### config.mk
export PLATFORM = sky130hd
export DESIGN_NAME = eca_inbuf
export DESIGN_NICKNAME = d
export VERILOG_FILES = /design/src/rtl/eca_pkg.sv /design/src/rtl/eca_inbuf_bank.sv /design/src/rtl/eca_inbuf.sv
export SDC_FILE = /design/constraint.sdc
export NUM_CORES = 2
export LEC_CHECK = 0
export BUFFER_PORTS_ARGS = -buffer_cell sky130_fd_sc_hd__buf_2
export CORE_MARGIN = 2
export CORE_UTILIZATION = 50
export DETAILED_ROUTE_END_ITERATION = 10
export GPL_ROUTABILITY_DRIVEN = 0
export GPL_TIMING_DRIVEN = 0
export HOLD_SLACK_MARGIN = 0.08
export MAX_ROUTING_LAYER = met4
export PLACE_DENSITY = 0.75
export SETUP_SLACK_MARGIN = 0.4
export SLEW_MARGIN = 10
export SYNTH_ARGS = -nofsm -noshare
export SYNTH_HDL_FRONTEND = slang
export SYNTH_SLANG_ARGS = --single-unit
### constraint.sdc
create_clock -name clk -period 9.19 [get_ports clk]
set_clock_uncertainty 0.05 [all_clocks]
set_input_delay 1.3785 -clock clk [delete_from_list [all_inputs] [get_ports clk]]
set_output_delay 1.3785 -clock clk [all_outputs]
set_load 0.005 [all_outputs]
### src/rtl/eca_pkg.sv
// Shared defaults and bank state encoding for the erasure coding input buffer.
package eca_pkg;

  localparam int DEF_DATA_W = 32;
  localparam int DEF_K      = 4;
  localparam int DEF_DEPTH  = 16;

  typedef enum logic {
    BANK_FREE = 1'b0,
    BANK_FULL = 1'b1
  } bank_state_e;

endpackage

### src/rtl/eca_inbuf_bank.sv
// One buffer bank: K word RAMs sharing a single write port and a single
// row-read port; the read of word r from every chunk is registered together.
module eca_inbuf_bank
  import eca_pkg::*;
#(
  parameter int DATA_W = DEF_DATA_W,
  parameter int K      = DEF_K,
  parameter int DEPTH  = DEF_DEPTH,
  localparam int ROW_W   = $clog2(DEPTH),
  localparam int CHUNK_W = (K > 1) ? $clog2(K) : 1
) (
  input  logic                clk,
  input  logic                rst_n,
  input  logic                wr_en,
  input  logic [CHUNK_W-1:0]  wr_chunk,
  input  logic [ROW_W-1:0]    wr_row,
  input  logic [DATA_W-1:0]   wr_data,
  input  logic                rd_en,
  input  logic [ROW_W-1:0]    rd_row,
  output logic [K*DATA_W-1:0] rd_data
);

  for (genvar c = 0; c < K; c++) begin : g_chunk
    logic [DATA_W-1:0] ram [DEPTH];
    logic [DATA_W-1:0] rd_q;

    // Store a host word into this chunk's RAM when the chunk is addressed.
    always_ff @(posedge clk) begin
      if (wr_en && (wr_chunk == CHUNK_W'(c))) begin
        ram[wr_row] <= wr_data;
      end
    end

    // Registered row read; holds its value between reads.
    always_ff @(posedge clk or negedge rst_n) begin
      if (!rst_n) begin
        rd_q <= '0;
      end else if (rd_en) begin
        rd_q <= ram[rd_row];
      end
    end

    assign rd_data[c*DATA_W +: DATA_W] = rd_q;
  end

endmodule

### src/rtl/eca_inbuf.sv
// Ping-pong input buffer: host fills one bank while the engine reads the other.
// Banks are FREE (owned by host) or FULL (owned by engine).
module eca_inbuf
  import eca_pkg::*;
#(
  parameter int DATA_W = DEF_DATA_W,
  parameter int K      = DEF_K,
  parameter int DEPTH  = DEF_DEPTH,
  localparam int ROW_W  = $clog2(DEPTH),
  localparam int ADDR_W = $clog2(K*DEPTH)
) (
  input  logic                clk,
  input  logic                rst_n,
  input  logic                sw_clr,
  input  logic                inbuf_wr_req,
  input  logic [ADDR_W-1:0]   inbuf_wr_addr,
  input  logic [DATA_W-1:0]   inbuf_wr_data,
  input  logic                inbuf_wr_last,
  output logic                inbuf_wr_ready,
  input  logic                eng_rd_req,
  input  logic [ROW_W-1:0]    eng_rd_row,
  output logic [K*DATA_W-1:0] eng_rd_data,
  output logic                eng_rd_val,
  input  logic                eng_done,
  output logic                inbuf_bank_ready,
  output logic [ADDR_W:0]     inbuf_wr_cnt,
  output logic [1:0]          inbuf_err
);

  localparam int CHUNK_W = (K > 1) ? $clog2(K) : 1;
  localparam int WORDS   = K * DEPTH;

  bank_state_e         bank_st [2];
  bank_state_e         st_nxt  [2];
  logic                wr_bank;
  logic                rd_bank;
  logic                rd_sel;
  logic                rd_val_q;
  logic [ADDR_W:0]     wr_cnt_q;
  logic [1:0]          err_q;

  logic                wr_acc;
  logic                wr_close;
  logic                rd_acc;
  logic                done_acc;
  logic                addr_ok;
  logic [31:0]         addr_ext;
  logic [CHUNK_W-1:0]  wr_chunk;
  logic [ROW_W-1:0]    wr_row;
  logic [1:0]          bank_wr_en;
  logic [1:0]          bank_rd_en;
  logic [K*DATA_W-1:0] bank_data [2];

  assign inbuf_wr_ready   = (bank_st[wr_bank] == BANK_FREE);
  assign inbuf_bank_ready = (bank_st[rd_bank] == BANK_FULL);

  assign wr_acc   = inbuf_wr_req & inbuf_wr_ready;
  assign wr_close = wr_acc & inbuf_wr_last;
  assign rd_acc   = eng_rd_req & inbuf_bank_ready;
  assign done_acc = eng_done & inbuf_bank_ready;

  // Split host word address into chunk and row; flag addresses past the stripe.
  always_comb begin
    addr_ext = 32'(inbuf_wr_addr);
    wr_chunk = CHUNK_W'(addr_ext / DEPTH);
    wr_row   = ROW_W'(addr_ext % DEPTH);
    addr_ok  = (addr_ext < WORDS);
  end

  // Bank ownership hand-over; a closing write and a release always hit
  // different banks because one needs FREE and the other FULL.
  always_comb begin
    st_nxt[0] = bank_st[0];
    st_nxt[1] = bank_st[1];
    if (wr_close) st_nxt[wr_bank] = BANK_FULL;
    if (done_acc) st_nxt[rd_bank] = BANK_FREE;
  end

  // State, pointers, write count, sticky errors and read-valid pipeline.
  // rd_sel survives sw_clr so eng_rd_data keeps holding its last value.
  always_ff @(posedge clk or negedge rst_n) begin
    if (!rst_n) begin
      bank_st[0] <= BANK_FREE;
      bank_st[1] <= BANK_FREE;
      wr_bank    <= 1'b0;
      rd_bank    <= 1'b0;
      wr_cnt_q   <= '0;
      err_q      <= '0;
      rd_val_q   <= 1'b0;
      rd_sel     <= 1'b0;
    end else if (sw_clr) begin
      bank_st[0] <= BANK_FREE;
      bank_st[1] <= BANK_FREE;
      wr_bank    <= 1'b0;
      rd_bank    <= 1'b0;
      wr_cnt_q   <= '0;
      err_q      <= '0;
      rd_val_q   <= 1'b0;
    end else begin
      bank_st[0] <= st_nxt[0];
      bank_st[1] <= st_nxt[1];
      if (wr_close) wr_bank <= ~wr_bank;
      if (done_acc) rd_bank <= ~rd_bank;
      if (wr_close) begin
        wr_cnt_q <= '0;
      end else if (wr_acc) begin
        wr_cnt_q <= wr_cnt_q + 1'b1;
      end
      if (inbuf_wr_req && !inbuf_wr_ready)             err_q[0] <= 1'b1;
      if ((eng_rd_req || eng_done) && !inbuf_bank_ready) err_q[1] <= 1'b1;
      rd_val_q <= rd_acc;
      if (rd_acc) rd_sel <= rd_bank;
    end
  end

  for (genvar b = 0; b < 2; b++) begin : g_bank
    assign bank_wr_en[b] = wr_acc & addr_ok & (wr_bank == 1'(b)) & ~sw_clr;
    assign bank_rd_en[b] = rd_acc & (rd_bank == 1'(b)) & ~sw_clr;

    eca_inbuf_bank #(
      .DATA_W (DATA_W),
      .K      (K),
      .DEPTH  (DEPTH)
    ) u_bank (
      .clk      (clk),
      .rst_n    (rst_n),
      .wr_en    (bank_wr_en[b]),
      .wr_chunk (wr_chunk),
      .wr_row   (wr_row),
      .wr_data  (inbuf_wr_data),
      .rd_en    (bank_rd_en[b]),
      .rd_row   (eng_rd_row),
      .rd_data  (bank_data[b])
    );
  end

  assign eng_rd_data  = bank_data[rd_sel];
  assign eng_rd_val   = rd_val_q;
  assign inbuf_wr_cnt = wr_cnt_q;
  assign inbuf_err    = err_q;

endmodule

# Word-level counts from Yosys, hierarchy flattened
# Memory sizes are Yosys's and may differ from the RTL's. A register that Yosys moved wholly into a read port is not among the register bits.
# Index checks and enable logic that the tools add are counted.
word_totals:
  reg_bits: 15
  in_bits: 49
  ram_bits: 4096
  out_inout_bits: 140
  elab_cells: 120
  mem_count: 8
op_classes:
  reduce_logical: 29
  addsub: 1
  mux: 43
  bitwise: 22
  n_lt_le_gt_ge: 5
  eq_ne: 3
mem_list:
  columns: ["name", "depth", "width", "read_ports", "rd_ports_with_merged_regs", "write_ports", "line_no", "source"]
  rows:
  - ["g_bank[0].u_bank.g_chunk[0].ram", 16, 32, 1, 1, 1, "eca_inbuf_bank.sv:24", "logic [DATA_W-1:0] ram [DEPTH];"]
  - ["g_bank[0].u_bank.g_chunk[1].ram", 16, 32, 1, 1, 1, "eca_inbuf_bank.sv:24", null]
  - ["g_bank[0].u_bank.g_chunk[2].ram", 16, 32, 1, 1, 1, "eca_inbuf_bank.sv:24", null]
  - ["g_bank[0].u_bank.g_chunk[3].ram", 16, 32, 1, 1, 1, "eca_inbuf_bank.sv:24", null]
  - ["g_bank[1].u_bank.g_chunk[0].ram", 16, 32, 1, 1, 1, "eca_inbuf_bank.sv:24", null]
  - ["g_bank[1].u_bank.g_chunk[1].ram", 16, 32, 1, 1, 1, "eca_inbuf_bank.sv:24", null]
  - ["2 more memories", null, null, null, null, null, null, null]
ops:
  columns: ["operator", "n"]
  rows:
  - ["128-bit 2-to-1 mux", 3]
  - ["1-bit 2-to-1 mux", 31]
  - ["7-bit 2-to-1 mux", 3]
  - ["1-bit bitwise AND", 12]
  - ["1-bit logical AND", 12]
  - ["1-bit logical NOT", 9]
  - ["2-bit 2-to-1 mux", 4]
  - ["2-bit nonzero test", 4]
  - ["7-bit by 1-bit adder with 7-bit output (second input constant)", 1]
  - ["2-bit greater-or-equal comparator (second input constant)", 3]
  - ["1-bit inverter with 2-bit output", 3]
  - ["2-bit equality test (second input constant)", 2]
  - ["2-bit by 1-bit < comparator with 1-bit output (second input constant)", 2]
  - ["1-bit inverter", 4]
  - ["3-bit nonzero test", 1]
  - ["2-bit bitwise AND", 1]
  - ["1-bit demux with 1-bit select", 2]
  - ["2-bit by 1-bit equality test with 1-bit output (second input constant)", 1]
  - ["2-bit logical NOT", 1]
  - ["2-bit inverter", 1]
  - ["2-bit bitwise OR", 1]
  - ["2-bit AND reduction", 1]
  - ["1-bit logical OR", 1]

# Depth between registers and ports, before layout
logic_depth:
  depth_word: 11
  ltp_mapped: 8
  mapped_depth_nobuf: 5

# Hierarchy
# From an unflattened synthesis, not the netlist that was laid out.
hier_totals:
  cells_unflattened: 7780
  area_unflattened_um2: 166392.1
by_module_without_submodules:
  columns: ["module", "area_per_inst_um2", "instances", "cells_per_inst", "seq_area_each_um2"]
  rows:
  - ["eca_inbuf_bank (g_bank[1].u_bank)", 82112.5, 1, 3772, 64702.1]
  - ["eca_inbuf_bank (g_bank[0].u_bank)", 82002.4, 1, 3781, 64702.1]
  - ["eca_inbuf", 2277.2, 1, 227, 375.4]

# Worst setup path before layout
# OpenSTA, ideal clock, no wires.
synth_path:
  path_type: "input -> register"
  startpoint: "input port sw_clr"
  endpoint: "memory g_bank[1].u_bank.g_chunk[1].ram[15][0] (netlist name), enable pin"
  setup_ns: 0.421
  t_arrival_ns: 3.888
  t_required_ns: 8.719
  path_slack_ns: 4.831
  stages: 5
  path_buffers: 2
  cell_sequence: "buf_2 -> nor4b_1 -> nand2_1 -> clkbuf_1 -> nor2_1"
synth_between:
  elab_chain_len: 5
synth_lines:
  columns: ["element", "line_no", "source"]
  rows:
  - ["start: declaration", "eca_inbuf.sv:14", "input logic sw_clr,"]
  - ["1-bit inverter (no line)", null, null]
  - ["1-bit bitwise AND", "eca_inbuf.sv:117", "assign bank_wr_en[b] = wr_acc & addr_ok & (wr_bank == 1'(b)) & ~sw_clr;"]
  - ["1-bit logical AND", "eca_inbuf_bank.sv:29", "if (wr_en && (wr_chunk == CHUNK_W'(c))) begin"]
  - ["1-bit 2-to-1 mux", "eca_inbuf_bank.sv:29", null]
  - ["1-bit 2-to-1 mux (implied by the code)", "eca_inbuf_bank.sv:30", "ram[wr_row] <= wr_data;"]
  - ["end: declaration", "eca_inbuf_bank.sv:24", null]
# No other way between the ends.

# Worst setup path in the final report
layout_path:
  startpoint: "register rd_sel"
  endpoint: "output port eng_rd_data[116]"
layout_between:
  elab_chain_len: 4
layout_lines:
  columns: ["element", "line_no", "source"]
  rows:
  - ["start: declaration", "eca_inbuf.sv:37", "logic rd_sel;"]
  - ["start signal: assignment", "eca_inbuf.sv:112", "if (rd_acc) rd_sel <= rd_bank;"]
  - ["1-bit inverter with 2-bit output (implied by the code)", "eca_inbuf.sv:137", "assign eng_rd_data = bank_data[rd_sel];"]
  - ["128-bit 2-to-1 mux (implied by the code) (3 in series)", "eca_inbuf.sv:137", null]
  - ["end: declaration", "eca_inbuf.sv:22", "output logic [K*DATA_W-1:0] eng_rd_data,"]
# No other way between the ends. The select of a mux whose other input is x is not followed.

==> flow_summary.json <==
{
  "status": "finished, final reports clean",
  "post_drt_wl_per_cell_um": 35.7,
  "post_dp_cell_area_mm2": 0.177,
  "grtUsageMet3_pct": 7.54,
  "syn-instance-count": 7756,
  "cts-root-buf": "clkbuf_16",
  "path_max_fanout": 10,
  "synth.avg_cell_area_um2": 21.3,
  "power_frac_seq_pct": 53.0,
  "drt-initial-drc-count": 14800,
  "critical_path_class": "flip-flop to output port",
  "ir_worst_vdd_uv": 201,
  "drive_above_1_share_pct": 26.0,
  "setup_viol": 0,
  "drt-pass1-iter-count": 6,
  "multiInputGateArea_mm2": 0.0342,
  "initial_utilization_pct": 50.3,
  "grt.met2_usage_pct": 43.0,
  "regToRegSetupSlack_ns": 5.27,
  "drv_slew": 0,
  "slew_headroom_pct": 5.72,
  "rsz0062_at_grt": "false",
  "overflow": 0,
  "power_switching_uw": 9480,
  "layout_common_cells": "edfxtp_1 (4,096), mux4_2 (769), mux2i_1 (511)",
  "grt_max_degree": 104,
  "top_usage_layer": "met2",
  "grt_pass1_vias": 86800,
  "place_hpwl_mm": 309,
  "synth_fp_nets": 7806,
  "ys_types": 48,
  "r2r_end": "g_bank[1].u_bank.g_chunk[0].rd_q[23]",
  "final.min_clock_period_ns": 5.16,
  "h-tree-depth": 5,
  "internal_power_uw": 32600,
  "via_count": 87800,
  "die_h_um": 579,
  "setup_slack_ns": 4.03,
  "synth-edff-count": 4096,
  "clk_latency_ns": 0.99,
  "grt_antenna_before_repair": 51,
  "rr_startpoint": "bank_st[0]",
  "syn_area_mm2": 0.165,
  "start_kind": "flip-flop",
  "yosysWarnings": 0,
  "cellPowerDensity_mw_per_mm2": 220,
  "grt_pass1_wl_mm": 658,
  "placementRows": 210,
  "final_common_cell": "edfxtp_1",
  "cp.required_ns": 7.76,
  "yosys_most_used_dff": "edfxtp_1",
  "r2r_cells": 7,
  "synth-seq-area-share_pct": 78.6,
  "io_buffers": 183,
  "design_area_mm2": 0.191,
  "grt_use_met1_pct": 37.2,
  "core_area_mm2": 0.328,
  "yosysTopAreaCell": "edfxtp_1",
  "arrival_ns": 3.73,
  "viasPerCell": 6.61,
  "area_delta_synth_final_pct": 15.6,
  "seqCellArea_mm2": 0.130,
  "dp_slack_ns": 4.42,
  "clkPwrFrac_pct": 41.0,
  "cts_tree": "done",
  "worstMarginPinSlew_ns": 1.41,
  "dieArea_mm2": 0.335,
  "leakagePower_uw": 0.0625,
  "synth.area.top_cells": "edfxtp_1 (75%), mux4_2 (10%), dfrtp_1 (4.1%), mux2i_1 (3.1%), a22oi_1 (2.3%)",
  "track_usage_pct": 28.9,
  "ys_async_sr_fraction_pct": 6.21,
  "nets": 8590,
  "numCtsBuffers": 412,
  "hold_viol": 0,
  "setup_tns_ns": 0,
  "die_x_um": 579,
  "pin_count": 189,
  "combPwrFrac_pct": 6.0,
  "fillers": 22400,
  "drt.antenna.violating_nets": 0,
  "endpoint_kind": "output port",
  "ys_ff_latch": 4367,
  "drc_errors": 0,
  "postRouteWirelength_mm": 474,
  "cts.sinks": 4367,
  "postCtsSetupBuffers": 0,
  "clk_pin_slew_ns": 0.06,
  "yosysTopAreaCellShare_pct": 74.5,
  "cts_resized": 0,
  "fmax_ghz": 0.194,
  "cts_max_path_buffers": 4,
  "cts_hold_buf": 0,
  "fin_crit_sh_pct": 56.2,
  "hold_path_class": "input pin to asynchronous set/reset pin",
  "switching_share_pct": 22.5,
  "drv_cap": 0
}
-- final cells by class --
| type | count | area share (%) |
|---|---|---|
| diodes | 48 | 0.0629 |
| well taps | 4346 | 2.85 |
| multi-input cells | 2935 | 17.9 |
| inverters | 6 | 0.0118 |
| flip-flops and latches | 4367 | 68.0 |
| clock buffers | 542 | 5.83 |
| plain buffers | 448 | 1.09 |
| repair buffers | 370 | 2.89 |
| clock inverters | 224 | 1.33 |
-- cells by family (layout without fill, tap and decap cells) --
group                    count (synthesis)  in the layout  synth area share, %
AO/OA/AOI/OAI                          785            785                 3.53
XOR/XNOR                                 1              1              0.00531
flip-flops                            4367           4367                 78.6
adder cells (fa/ha/maj)                  1              1              0.00758
multiplexers                          1441           1441                 14.7
other                                    0             48                    0
AND/OR/NAND/NOR                        707            707                 1.89
buffers and inverters                  454           1590                 1.26
-- per-stage QoR --
stage,power [uW],cells,hold WS (ns),util [%]
6_report,42100,13300,0.343,58.2
5_1_grt,42900,13300,0.370,58.2
4_1_cts,42000,13200,0.354,58.2
3_5_place_dp,25100,12500,0.416,54.0
3_3_place_gp,25000,12300,0.404,52.3
2_1_floorplan,23600,7756,0.393,-
-- Yosys cell counts, drive strengths merged (8+ instances only) --
master  count
edfxtp   4096
mux4      769
mux2i     511
a22oi     500
nand2     284
buf       277
dfrtp     271
o211ai    247
nand3     231
clkbuf    171
mux2      161
nor2      145
o21ai      12
a21oi      10
nor2b      10
nor3        8
-- power groups by stage --
stage	registers, uW	clock network [uW]	logic (uW)
detailed placement	22700	0	2470
global route	22300	18000	2630
CTS	22300	17300	2490
finish	22300	17300	2530
global placement	22700	0	2310
floorplan	22500	0	1140
-- how the worst max path moves through the flow --
stage	startpoint	end	slack, ns	depth (start not counted)
2_1_floorplan	sw_clr	g_bank[1].u_bank.g_chunk[1].ram[15][0]	4.83	5
3_5_place_dp	sw_clr	g_bank[1].u_bank.g_chunk[0].rd_q[23]	4.42	7
5_1_grt	rd_sel	eng_rd_data[116]	4.07	5
4_1_cts	rd_sel	eng_rd_data[63]	3.78	5
6_report	rd_sel	eng_rd_data[116]	4.03	5
3_3_place_gp	rst_n	g_bank[1].u_bank.g_chunk[1].rd_q[17]	-0.52	1
-- state kept, by name (all words and copies together) (netlist names) --
signal / cells
bank_st: 2
eng_rd_val: 1
g_bank.u_bank.g_chunk.ram: 4096
g_bank.u_bank.g_chunk.rd_q: 256
inbuf_err: 2
inbuf_wr_cnt: 7
rd_bank: 1
rd_sel: 1
wr_bank: 1
-- per-layer routing --
metal	vias to the layer above	wire (um)	part of all wire (%)
li1	34000	-	-
met1	45600	163000	34
met2	7019	219000	46
met3	1201	64600	14
met4	0	27700	5.9
met5	-	0	0
-- worst max-delay path, stage by stage, from the launching register on --
cell and delay, ns:
dfrtp_1 0.51, clkbuf_2 0.51, buf_16 0.25, clkbuf_1 0.79, mux2_2 0.52, buf_2 0.16
Power figures use the tool's default switching activity.
